**src/rtl/pipeline_ctrl.sv**
```systemverilog
// rtl/pipeline_ctrl.sv - 5-stage pipeline sequencing, hazard and forwarding controller
//
// Ports:
//   clk, rst_n                      clock, asynchronous active-low reset
//   id_valid, id_rs1, id_rs2        ID stage occupancy and source registers
//   ex_opcode, ex_rd, ex_reg_write  EX instruction class and destination
//   ex_rs1, ex_rs2                  EX source registers for forwarding
//   ex_branch_taken                 branch in EX resolved taken
//   mem_opcode, mem_rd, mem_reg_write  MEM instruction class and destination
//   wb_rd, wb_reg_write             WB destination
//   dmem_ready                      data memory completes this cycle
//   halt_req, step_req              debug halt level / single-step pulse
//   pc_en .. mem_wb_en              stage-register enables
//   if_id_flush, id_ex_flush        bubble insertion
//   pc_sel_branch                   PC takes branch target
//   fwd_a, fwd_b                    EX operand select (00 RF, 01 EX/MEM, 10 MEM/WB)
//   halt_ack                        pipeline halted
//   mem_err                         sticky memory-timeout error
//   stall_cnt, flush_cnt            saturating performance counters
module pipeline_ctrl #(
    parameter int REG_AW      = 5,
    parameter int MEM_TIMEOUT = 15,
    parameter int CNT_W       = 16
) (
    input  logic              clk,
    input  logic              rst_n,
    input  logic              id_valid,
    input  logic [REG_AW-1:0] id_rs1,
    input  logic [REG_AW-1:0] id_rs2,
    input  logic [2:0]        ex_opcode,
    input  logic [REG_AW-1:0] ex_rd,
    input  logic              ex_reg_write,
    input  logic [REG_AW-1:0] ex_rs1,
    input  logic [REG_AW-1:0] ex_rs2,
    input  logic              ex_branch_taken,
    input  logic [2:0]        mem_opcode,
    input  logic [REG_AW-1:0] mem_rd,
    input  logic              mem_reg_write,
    input  logic [REG_AW-1:0] wb_rd,
    input  logic              wb_reg_write,
    input  logic              dmem_ready,
    input  logic              halt_req,
    input  logic              step_req,
    output logic              pc_en,
    output logic              if_id_en,
    output logic              id_ex_en,
    output logic              ex_mem_en,
    output logic              mem_wb_en,
    output logic              if_id_flush,
    output logic              id_ex_flush,
    output logic              pc_sel_branch,
    output logic [1:0]        fwd_a,
    output logic [1:0]        fwd_b,
    output logic              halt_ack,
    output logic              mem_err,
    output logic [CNT_W-1:0]  stall_cnt,
    output logic [CNT_W-1:0]  flush_cnt
);

    localparam logic [2:0] OP_LOAD   = 3'b011;
    localparam logic [2:0] OP_STORE  = 3'b100;
    localparam logic [2:0] OP_BRANCH = 3'b101;
    localparam int         WAIT_W    = $clog2(MEM_TIMEOUT + 1);
    localparam logic [WAIT_W-1:0] WAIT_LIMIT = WAIT_W'(MEM_TIMEOUT);

    typedef enum logic [1:0] {S_RUN, S_MEM_WAIT, S_HALTED, S_STEP} state_t;

    state_t            state_q, state_d;
    logic [WAIT_W-1:0] wait_q, wait_d;
    logic              from_step_q, from_step_d;  // freeze began in STEP: return to HALTED
    logic              mem_err_q, mem_err_d;
    logic [CNT_W-1:0]  stall_cnt_q, stall_cnt_d;
    logic [CNT_W-1:0]  flush_cnt_q, flush_cnt_d;

    logic mem_access, branch_taken, load_use, advance, stall_inc, flush_inc;
    logic [4:0] en_c;
    logic if_id_flush_c, id_ex_flush_c, pc_sel_c, halt_ack_c;
    logic [1:0] fwd_a_c, fwd_b_c;

    assign mem_access   = (mem_opcode == OP_LOAD) || (mem_opcode == OP_STORE);
    assign branch_taken = (ex_opcode == OP_BRANCH) && ex_branch_taken;
    assign load_use     = (ex_opcode == OP_LOAD) && ex_reg_write && (ex_rd != '0) && id_valid
                          && ((ex_rd == id_rs1) || (ex_rd == id_rs2));

    always_comb begin
        state_d       = state_q;
        wait_d        = wait_q;
        from_step_d   = from_step_q;
        mem_err_d     = mem_err_q;
        advance       = 1'b0;
        stall_inc     = 1'b0;
        flush_inc     = 1'b0;
        halt_ack_c    = 1'b0;
        en_c          = 5'b0;
        if_id_flush_c = 1'b0;
        id_ex_flush_c = 1'b0;
        pc_sel_c      = 1'b0;

        case (state_q)
            S_RUN, S_STEP: begin
                if (mem_access && !dmem_ready) begin
                    // Freeze wins over halt; this cycle counts as the first wait cycle.
                    stall_inc   = 1'b1;
                    state_d     = S_MEM_WAIT;
                    wait_d      = WAIT_W'(1);
                    from_step_d = (state_q == S_STEP);
                end else begin
                    advance = 1'b1;
                    if (state_q == S_STEP || halt_req) state_d = S_HALTED;
                end
            end
            S_MEM_WAIT: begin
                if (dmem_ready) begin
                    advance = 1'b1;
                    state_d = from_step_q ? S_HALTED : S_RUN;
                end else begin
                    stall_inc = 1'b1;
                    if (wait_q == WAIT_LIMIT) begin
                        mem_err_d = 1'b1;
                        state_d   = S_HALTED;
                    end else begin
                        wait_d = wait_q + WAIT_W'(1);
                    end
                end
            end
            default: begin  // S_HALTED
                halt_ack_c = 1'b1;
                if (step_req)                     state_d = S_STEP;
                else if (!halt_req && !mem_err_q) state_d = S_RUN;
            end
        endcase

        if (advance) begin
            en_c = 5'b11111;
            if (branch_taken) begin
                pc_sel_c      = 1'b1;
                if_id_flush_c = 1'b1;
                id_ex_flush_c = 1'b1;
                flush_inc     = 1'b1;
            end else if (load_use) begin
                en_c[4]       = 1'b0;  // pc_en
                en_c[3]       = 1'b0;  // if_id_en
                id_ex_flush_c = 1'b1;
                stall_inc     = 1'b1;
            end
        end

        stall_cnt_d = (stall_inc && stall_cnt_q != '1) ? stall_cnt_q + CNT_W'(1) : stall_cnt_q;
        flush_cnt_d = (flush_inc && flush_cnt_q != '1) ? flush_cnt_q + CNT_W'(1) : flush_cnt_q;
    end

    // Nearest producer wins: EX/MEM is younger than MEM/WB.
    always_comb begin
        fwd_a_c = 2'b00;
        fwd_b_c = 2'b00;
        if (mem_reg_write && mem_rd != '0 && mem_rd == ex_rs1)   fwd_a_c = 2'b01;
        else if (wb_reg_write && wb_rd != '0 && wb_rd == ex_rs1) fwd_a_c = 2'b10;
        if (mem_reg_write && mem_rd != '0 && mem_rd == ex_rs2)   fwd_b_c = 2'b01;
        else if (wb_reg_write && wb_rd != '0 && wb_rd == ex_rs2) fwd_b_c = 2'b10;
    end

    always_ff @(posedge clk or negedge rst_n) begin
        if (!rst_n) begin
            state_q     <= S_RUN;
            wait_q      <= '0;
            from_step_q <= 1'b0;
            mem_err_q   <= 1'b0;
            stall_cnt_q <= '0;
            flush_cnt_q <= '0;
        end else begin
            state_q     <= state_d;
            wait_q      <= wait_d;
            from_step_q <= from_step_d;
            mem_err_q   <= mem_err_d;
            stall_cnt_q <= stall_cnt_d;
            flush_cnt_q <= flush_cnt_d;
        end
    end

    // Combinational outputs are forced quiet while reset is held.
    assign pc_en         = rst_n & en_c[4];
    assign if_id_en      = rst_n & en_c[3];
    assign id_ex_en      = rst_n & en_c[2];
    assign ex_mem_en     = rst_n & en_c[1];
    assign mem_wb_en     = rst_n & en_c[0];
    assign if_id_flush   = rst_n & if_id_flush_c;
    assign id_ex_flush   = rst_n & id_ex_flush_c;
    assign pc_sel_branch = rst_n & pc_sel_c;
    assign fwd_a         = rst_n ? fwd_a_c : 2'b00;
    assign fwd_b         = rst_n ? fwd_b_c : 2'b00;
    assign halt_ack      = rst_n & halt_ack_c;
    assign mem_err       = mem_err_q;
    assign stall_cnt     = stall_cnt_q;
    assign flush_cnt     = flush_cnt_q;

endmodule

```
**config.mk**
```make
export PLATFORM = sky130hd
export DESIGN_NAME = pipeline_ctrl
export DESIGN_NICKNAME = d
export VERILOG_FILES = /design/src/rtl/pipeline_ctrl.sv
export SDC_FILE = /design/constraint.sdc
export NUM_CORES = 1
export LEC_CHECK = 0
export CAP_MARGIN = 10
export CORE_MARGIN = 1.5
export CORE_UTILIZATION = 40
export DETAILED_ROUTE_END_ITERATION = 7
export HOLD_SLACK_MARGIN = 0.1
export PLACE_DENSITY = 0.83
export REMOVE_ABC_BUFFERS = 1
export SLEW_MARGIN = 20
export SYNTH_ARGS = -nofsm -noshare
export SYNTH_HDL_FRONTEND = slang
export SYNTH_SLANG_ARGS = --single-unit
export TNS_END_PERCENT = 5
```
**constraint.sdc**
```tcl
create_clock -name clk -period 2.2 [get_ports clk]
set_input_delay 0.22 -clock clk [delete_from_list [all_inputs] [get_ports clk]]
set_output_delay 0.22 -clock clk [all_outputs]
set_load 0.1 [all_outputs]
```
==> impl_metrics.yaml, run 1 <==
detailed_routing:
  drt_iter0_markers: 81
  post_drt_wl_per_cell_um: 15.1
  dr.pass1.iters: 4
  ant_nets: 0
  vias: 2473
  routed_wl_mm: 7.25
  via_per_inst: 5.16
  drc_errors: 0
final_layout:
  fill_cells: 485
  antenna_cells: 0
  final_core_util_pct: 66.8
  syn_to_final_growth_pct: 63.0
  final_nets: 459
  drive_gt1_share_pct: 32.1
global_routing:
  grt_overflow_total: 0
  grt_usage_pct: 20.8
  grt_max_degree: 41
  grt_pass1_wl_mm: 11.8
  grt_pass1_vias: 2505
  antenna_found_initial: 0
placed_design:
  gp_congestion: 0.880
  io_buffers: 96
  dpl.hpwl_mm: 5.43
die:
  core-area_um2: 6310
  die_y_um: 83.4
  start_util_pct: 41.0
  die-area_um2: 6960
  io_pins: 97
  rows: 29
  die_w_um: 83.4
worst_setup_path:
  cp-start-kind: "register"
  cp.arrival_ns: 2.50
  cp_slowest_cell: "dfrtp_1"
  cp_top_family: "simple AND/OR/NAND/NOR gates"
  crit_fanout: 8
  end_kind: "register"
  cp_slowest_stage_delay_ns: 0.42
  crit_chain: "ha_4, or3b_4, a21oi_4, buf_6, a31oi_4, and4bb_2, mux2_4"
  crit_required_ns: 2.38
  path_class: "register to register"
  crit_buf_inv: 1
timing:
  tightest_slew_ns: 0.539
  drv_slew: 0
  period_needed_ns: 2.32
  finalHoldViolCount: 0
  rsz0062_at_grt: "yes"
  fin_crit_sh_pct: 106
  layout_setup_ws_ns: -0.122
  finClkSkew_ns: 0.00972
  setup_violations: 21
  max_slew_margin_pct: 63.9
  timing.fmax_mhz: 431
run:
  cap_viol_max_count: 0
clocking:
  clockRootBuffer: "clkbuf_8"
  cts_made_buffers: 5
  clock_path_buffers: 2
  path_clk_slew_ns: 0.08
  clock_latency_ns: 0.29
  clkSinkCount: 40
  cts_tree: "built"
  htree_levels: 2
power:
  power.total_mw: 3.65
  power_leakage_nw: 1.86
  p_per_area_nw_per_um2: 864
  ir_drop_mv: 1.18
hold_path:
  hp-class: "register to register"
logic_synthesis:
  synth_edf_count: 0
  yosysSeqAreaShare_pct: 38.7
  synth.avg_cell_area_um2: 9.84
  synth_cell_type_count: 46
  synthArstFlopShare_pct: 100
  yosys_warnings: 0
  ys_ff_latch: 40
  syn_inst: 263
  synthFlopType: "dfrtp_1"
  syn_area_um2: 2590
status:
  status: "finished, violations left"
  violations: "negative setup slack"
[cells in the mapped netlist (all sizes together), types with 5 or more instances]
cell type   n  area share (%)
nand2      24             3.5
ha          7             3.4
nor4        6             2.5
nand4      11             2.7
nor3       10             1.9
mux2        5             2.2
o21ai      11             2.1
nand3      16             3.1
xor2       28             9.5
xnor2      31              10
dfrtp      40              39
nor2       12             1.7
a21oi       7             1.8
buf         7             2.1
and3        8             2.0
[metrics by stage]
step | setup TNS, ns | hold WS [ns] | cells | worst slack (ns) | instance area (µm²)
floorplan | -25.06 | -0.0756 | 254 | -2.33 | 2520
global placement | -3.51 | 0.351 | 467 | -0.208 | 3940
detailed placement | -4.60 | 0.361 | 467 | -0.251 | 3940
CTS | -0.796 | 0.502 | 478 | -0.0960 | 4140
global route | -3.57 | 0.515 | 479 | -0.182 | 4220
finish | -1.27 | 0.496 | 479 | -0.122 | 4220
[state kept, by name, indices dropped and copies added, names as in the netlist]
name and flops:
stall_cnt 16, mem_err 1, flush_cnt 16, wait_q 4
state_q 2, from_step_q 1
[worst paths after layout]
check / start / endpoint / slack (ns) / depth (start not counted)
worst max-delay path: state_q[1] / stall_cnt[12] / -0.12 / 7
worst min-delay path: flush_cnt[15] / flush_cnt[15] / 0.50 / 1
worst max register to register: state_q[1] / stall_cnt[12] / -0.12 / 7
worst min register to register: flush_cnt[15] / flush_cnt[15] / 0.50 / 1
max in group asynchronous: rst_n / flush_cnt[5] / 1.37 / 4
min in group asynchronous: rst_n / mem_err / 0.61 / 4
[layout by cell type, fill, tap and decap left out, drive strengths merged, types with 8 or more instances in the layout]
master and n:
nor3 10, o21ai 11, clkdlybuf4s50 49, xor2 28, buf 90, nand2 24, and3 8, xnor2 31
nand4 11, nand3 16, dfrtp 40, nor2 12
[worst register-to-register path: cells and delay by family, from the launching register on]
| kind | cells | cell delay, ns |
|---|---|---|
| AOI/OAI and AO/OA | 2 | 0.34 |
| DFF | 1 | 0.42 |
| buffers and inverters | 1 | 0.13 |
| muxes | 1 | 0.29 |
| and+or+nand+nor | 2 | 0.75 |
| adders and majority gates | 1 | 0.28 |
[cells by family (layout without fill, tap and decap cells)]
group           Yosys count  in the layout  synth area share, %
mux                       6              6                 2.56
flops                    40             40                 38.7
buf+inv                  13            152                 3.33
compound gates           25             25                 6.57
simple gates            113            113                 25.5
fa+ha+maj                 7              7                 3.38
xor+xnor                 59             59                 20.0
[report_power, final]
part           switching, mW  internal, mW  total [mW]
combinational           1.35         0.861        2.21
clock                  0.256         0.227       0.483
sequential             0.119         0.835       0.955
[what timing repair did]
| item | 4_1_cts | 5_1_grt |
|---|---|---|
| cloned | 0 | 0 |
| gates resized for setup | 16 | 19 |
| endpoints found under the setup margin | 13 | 33 |
| endpoints found under the hold margin | 40 | 0 |
| pin swaps | 5 | 14 |
| buffers inserted | 1 | 1 |
| hold buffers | 2 | 0 |
[routing by layer]
metal	global-route usage [%]	wire length, µm	up-vias
li1	-	-	1198
met1	25.9	3100	1206
met2	36.4	3800	61
met3	3.98	240	8
met4	6.41	105	0
met5	0	0	-
[area by class of cell]
class / instances / area (µm²) / area share (%)
Sequential cell: 40 / 1000 / 23.7
Timing Repair Buffer: 140 / 1400 / 33.1
Tap cell: 77 / 96.3 / 2.28
Clock buffer: 7 / 76.3 / 1.81
Inverter: 4 / 15.0 / 0.356
Multi-Input combinational cell: 210 / 1630 / 38.5
Clock inverter: 1 / 8.76 / 0.208
Note: power is estimated with default switching activity, not from simulation.
==> inputs of run 2 (changes only) <==
- CORE_UTILIZATION: 40 -> 48
- PLACE_DENSITY: 0.83 -> 0.93
- clock period: 2.2 -> 2.8 ns (I/O delays scaled with it)
==> run 2 against run 1 <==
The run now ends clean. Global-route usage grew 2.7 points. Combinational power shrank 34%. Via count shrank 8.2%. Sequential power shrank 21%. Clock skew is essentially flat. Core utilization grew 5.6 points. Final cell count shrank 9.6%. Clock-buffer cell count shrank 2. Largest power group unchanged.
==> impl_metrics.yaml, run 2 (synthesis results as in run 1) <==
detailed_routing:
  via_per_inst: 5.24
  post_drt_wl_per_cell_um: 15.0
  drc_errors: 0
  dr.pass1.iters: 4
  drt_iter0_markers: 78
  ant_nets: 0
  vias: 2269
  routed_wl_mm: 6.49
worst_setup_path:
  path_class: "register to output port"
  cp.arrival_ns: 2.37
  end_kind: "output port"
  crit_required_ns: 2.52
  cp-start-kind: "register"
  crit_fanout: 5
timing:
  tightest_slew_ns: 0.582
  drv_slew: 0
  fin_crit_sh_pct: 94.8
  setup_violations: 0
  finClkSkew_ns: 0.00927
  finalHoldViolCount: 0
  finalSetupTns_ns: 0
  max_slew_margin_pct: 61.2
  worst_hold_slack_ns: 0.136
  timing.fmax_mhz: 377
  period_needed_ns: 2.65
global_routing:
  use_met2_pct: 41.5
  grt_max_degree: 44
  grt_overflow_total: 0
  grt_usage_pct: 23.4
  grt_pass1_vias: 2343
  antenna_found_initial: 0
  grt_most_used_layer: "met2"
  use_met1_pct: 26.8
  grt_pass1_wl_mm: 10.9
  use_met3_pct: 5.15
clocking:
  cts-hold-fix-buffers: 0
  path_clk_slew_ns: 0.08
  clkSinkCount: 40
  clockRootBuffer: "clkbuf_8"
  cts_tree: "built"
  clock_path_buffers: 2
  clock_latency_ns: 0.30
  cts_made_buffers: 5
  htree_levels: 2
final_layout:
  syn_to_final_growth_pct: 43.9
  fin_area_um2: 3730
  antenna_cells: 0
  final_cell_mix: "clkdlybuf4s50_1, dfrtp_1, buf_4"
  layout.cells.non_filler: 433
  final_nets: 420
  final_common_cell: "clkdlybuf4s50_1"
  fill_cells: 393
  drive_gt1_share_pct: 21.2
  final_core_util_pct: 72.5
placed_design:
  dpl.hpwl_mm: 5.20
  io_buffers: 96
  gp_congestion: 0.907
  place_inst: 424
  placed_cell_area_um2: 3630
status:
  status: "finished, final reports clean"
die:
  rows: 26
  die_y_um: 76.4
  start_util_pct: 50.4
  io_pins: 97
  die-area_um2: 5840
  core-area_um2: 5140
  die_w_um: 76.4
power:
  power_leakage_nw: 1.64
  p_per_area_nw_per_um2: 695
  ir_drop_mv: 0.874
run:
  cap_viol_max_count: 0
hold_path:
  hp-class: "input pin to async pin"
## run 2: through the flow
stage	setup WS, ns	total power [mW]
6_report	0.146	2.59
5_1_grt	-0.0141	2.72
2_1_floorplan	-1.79	1.73
4_1_cts	0.0330	2.58
3_5_place_dp	0.131	2.19
3_3_place_gp	0.185	2.16
## run 2: path summary, 6_finish.rpt
| path | start | to | slack [ns] | cells past startpoint |
|---|---|---|---|---|
| hold reg to reg | stall_cnt[6] | stall_cnt[6] | 0.49 | 1 |
| setup / recovery | state_q[0] | pc_en | 0.15 | 8 |
| max in group asynchronous | rst_n | flush_cnt[15] | 2.31 | 2 |
| hold / removal | rst_n | stall_cnt[15] | 0.14 | 2 |
| setup reg to reg | state_q[0] | stall_cnt[12] | 0.27 | 7 |
| min in group clk | stall_cnt[6] | stall_cnt[6] | 0.49 | 1 |
## run 2: power breakdown
part,switching [mW],internal (mW)
logic,0.978,0.480
registers,0.0941,0.657
clock network,0.207,0.173
## run 2: repair_timing
action / 4_1_cts / 5_1_grt
endpoints found under the setup margin: 0 / 5
setup buffers: 0 / 1
hold endpoints to repair: 0 / 0
gates resized for setup: 0 / 2
## run 2: cell type report
class,count,area [µm²],area share (%)
Tap cell,70,87.6,2.35
Clock inverter,3,18.8,0.504
Clock buffer,5,68.8,1.85
Multi-Input combinational cell,210,1510,40.4
Timing Repair Buffer,101,1030,27.6
Sequential cell,40,1000,26.9
Inverter,4,15.0,0.403
## run 2: worst max-delay path: stages, from the launching register on
cell,delay [ns]
dfrtp_1,0.38
inv_1,0.08
ha_1,0.35
or3b_4,0.43
a21oi_4,0.24
nand2_2,0.12
a21oi_1,0.14
buf_4,0.16
buf_12,0.17
## run 2: per-layer routing
layer / share of wire (%) / vias up
met1: 41 / 1073
met4: 2.7 / 0
li1: - / 1124
met2: 52 / 56
met5: 0 / -
met3: 3.8 / 16
==> inputs of run 3 (changes only) <==
--- a/config.mk
+++ b/config.mk
@@ -8,2 +8,3 @@
 export CAP_MARGIN = 10
+export CORE_ASPECT_RATIO = 1.2
 export CORE_MARGIN = 1.5
--- a/constraint.sdc
+++ b/constraint.sdc
@@ -3,2 +3,2 @@
 set_output_delay 0.28 -clock clk [all_outputs]
-set_load 0.1 [all_outputs]
+set_load 0.01 [all_outputs]
==> run 3 against run 2 <==
Core utilization fell by 1.7 points. Worst setup slack got worse by 0.041 ns. Largest cell class unchanged. Total power down 24%. Sequential cell count stayed put. Global-route usage fell by 2.2 points. Die area is essentially flat. Critical endpoint is now fwd_b[1].
==> impl_metrics.yaml, run 3 (synthesis results as in run 1) <==
status:
  status: "finished, final reports clean"
detailed_routing:
  routed_wl_mm: 6.11
  ant_nets: 0
  via_per_inst: 5.44
  drc_errors: 0
  vias: 2321
  post_drt_wl_per_cell_um: 14.3
  drt_iter0_markers: 71
  dr.pass1.iters: 4
global_routing:
  grt_pass1_vias: 2285
  grt_pass1_wl_mm: 10.2
  grt_usage_pct: 21.3
  grt_max_degree: 45
  grt_overflow_total: 0
  antenna_found_initial: 0
placed_design:
  io_buffers: 96
  gp_congestion: 0.842
  dpl.hpwl_mm: 4.84
  placed_cell_area_um2: 3600
timing:
  timing.fmax_mhz: 371
  finalHoldViolCount: 0
  drv_slew: 0
  rsz0062_at_grt: "yes"
  tightest_slew_ns: 0.542
  max_slew_margin_pct: 63.9
  fin_crit_sh_pct: 96.3
  finClkSkew_ns: 0.00263
  setup_violations: 0
  period_needed_ns: 2.70
power:
  p_clk_share_pct: 19.8
  pwr-share-seq_pct: 38.2
  power_frac_comb_pct: 42.0
  ir_drop_mv: 0.404
  swShare_pct: 34.4
  p_per_area_nw_per_um2: 527
  power.total_mw: 1.96
  power.switching_mw: 0.676
  power_leakage_nw: 1.59
  power.internal_mw: 1.29
die:
  rows: 29
  die_y_um: 83.4
  io_pins: 97
  die-area_um2: 5840
  start_util_pct: 49.2
  core-area_um2: 5260
  die_w_um: 70.0
worst_setup_path:
  r2r_start: "state_q[0]"
  reg2reg_depth: 8
  cp-start-kind: "input pin"
  end_kind: "output port"
  crit_fanout: 2
  startpoint: "mem_rd[1]"
  crit_required_ns: 2.52
  path_class: "input pin to output port"
  cp.arrival_ns: 2.42
final_layout:
  fin_area_um2: 3720
  syn_to_final_growth_pct: 43.8
  final_nets: 422
  final_cell_mix: "clkdlybuf4s50_1, dfrtp_1, xnor2_1"
  drive_gt1_share_pct: 9.86
  final_common_cell: "clkdlybuf4s50_1"
  final_core_util_pct: 70.7
  antenna_cells: 0
clocking:
  clkSinkCount: 40
  cts_tree: "built"
  clock_latency_ns: 0.28
  cts_made_buffers: 5
  cts-hold-fix-buffers: 0
  clockRootBuffer: "clkbuf_8"
  clock_path_buffers: 2
  htree_levels: 2
  cts_setup_buffers: 0
  path_clk_slew_ns: 0.08
hold_path:
  hp-class: "input pin to async pin"
run:
  cap_viol_max_count: 0
==> run 3: changes by cell type in the layout (fill, tap and decap cells not counted), moves of 2 or more <==
cell             change
buf_12              -12
buf_4               -32
clkdlybuf4s50_1     +41
dlygate4sd2_1        +2
dlymetal6s2s_1       +3
==> run 3: layout make-up <==
cell class | instances | area [µm²]
Clock buffer | 6 | 82.6
Sequential cell | 40 | 1000
Timing Repair Buffer | 103 | 1010
Inverter | 4 | 15.0
Fill cell | 387 | 1540
Tap cell | 62 | 77.6
Multi-Input combinational cell | 210 | 1520
Clock inverter | 2 | 10.0
==> run 3: path summary, 6_finish.rpt <==
kind | slack, ns | endpoint
max in group asynchronous | 2.32 | flush_cnt[10]
worst max-delay path | 0.10 | fwd_b[1]
min in group clk | 0.50 | stall_cnt[6]
worst max register to register | 0.32 | stall_cnt[12]
worst min register to register | 0.50 | stall_cnt[6]
worst min-delay path | 0.11 | mem_err
==> run 3: stage by stage <==
| stage | hold WS [ns] | setup WS (ns) | std cells | TNS, ns |
|---|---|---|---|---|
| 4_1_cts | 0.135 | 0.0116 | 427 | 0 |
| 3_5_place_dp | 0.444 | 0.0380 | 419 | 0 |
| 5_1_grt | 0.157 | -0.0369 | 427 | -0.0369 |
| 2_1_floorplan | -0.0156 | 0.518 | 254 | 0 |
| 3_3_place_gp | 0.438 | 0.0988 | 419 | 0 |
| 6_report | 0.108 | 0.105 | 427 | 0 |
==> run 3: timing repair <==
item / in CTS / in global routing
gates resized for setup: 4 / 7
pin swaps: 1 / 1
gates cloned: 0 / 0
endpoints found under the setup margin: 4 / 7
==> run 3: routing by layer <==
layer | routed length (µm) | part of all wire (%) | global-route usage, %
met1 | 2510 | 41 | 25.0
met2 | 3240 | 53 | 38.9
met3 | 265 | 4.3 | 3.88
met4 | 96 | 1.6 | 6.29
met5 | 0 | 0 | 0
==> run 3: power by group through the flow <==
stage,clock [mW],combinational (mW),sequential (mW)
detailed placement,0,0.800,0.757
CTS,0.397,0.800,0.746
global route,0.432,0.904,0.763
floorplan,0,0.411,0.763
finish,0.388,0.825,0.749
global placement,0,0.776,0.753
==> run 3: critical path, stage by stage <==
cell and delay, ns:
clkdlybuf4s50_1 0.43, or4_1 0.53, o21ai_1 0.18, nor4_1 0.10
nor4_1 0.31, clkdlybuf4s50_1 0.59
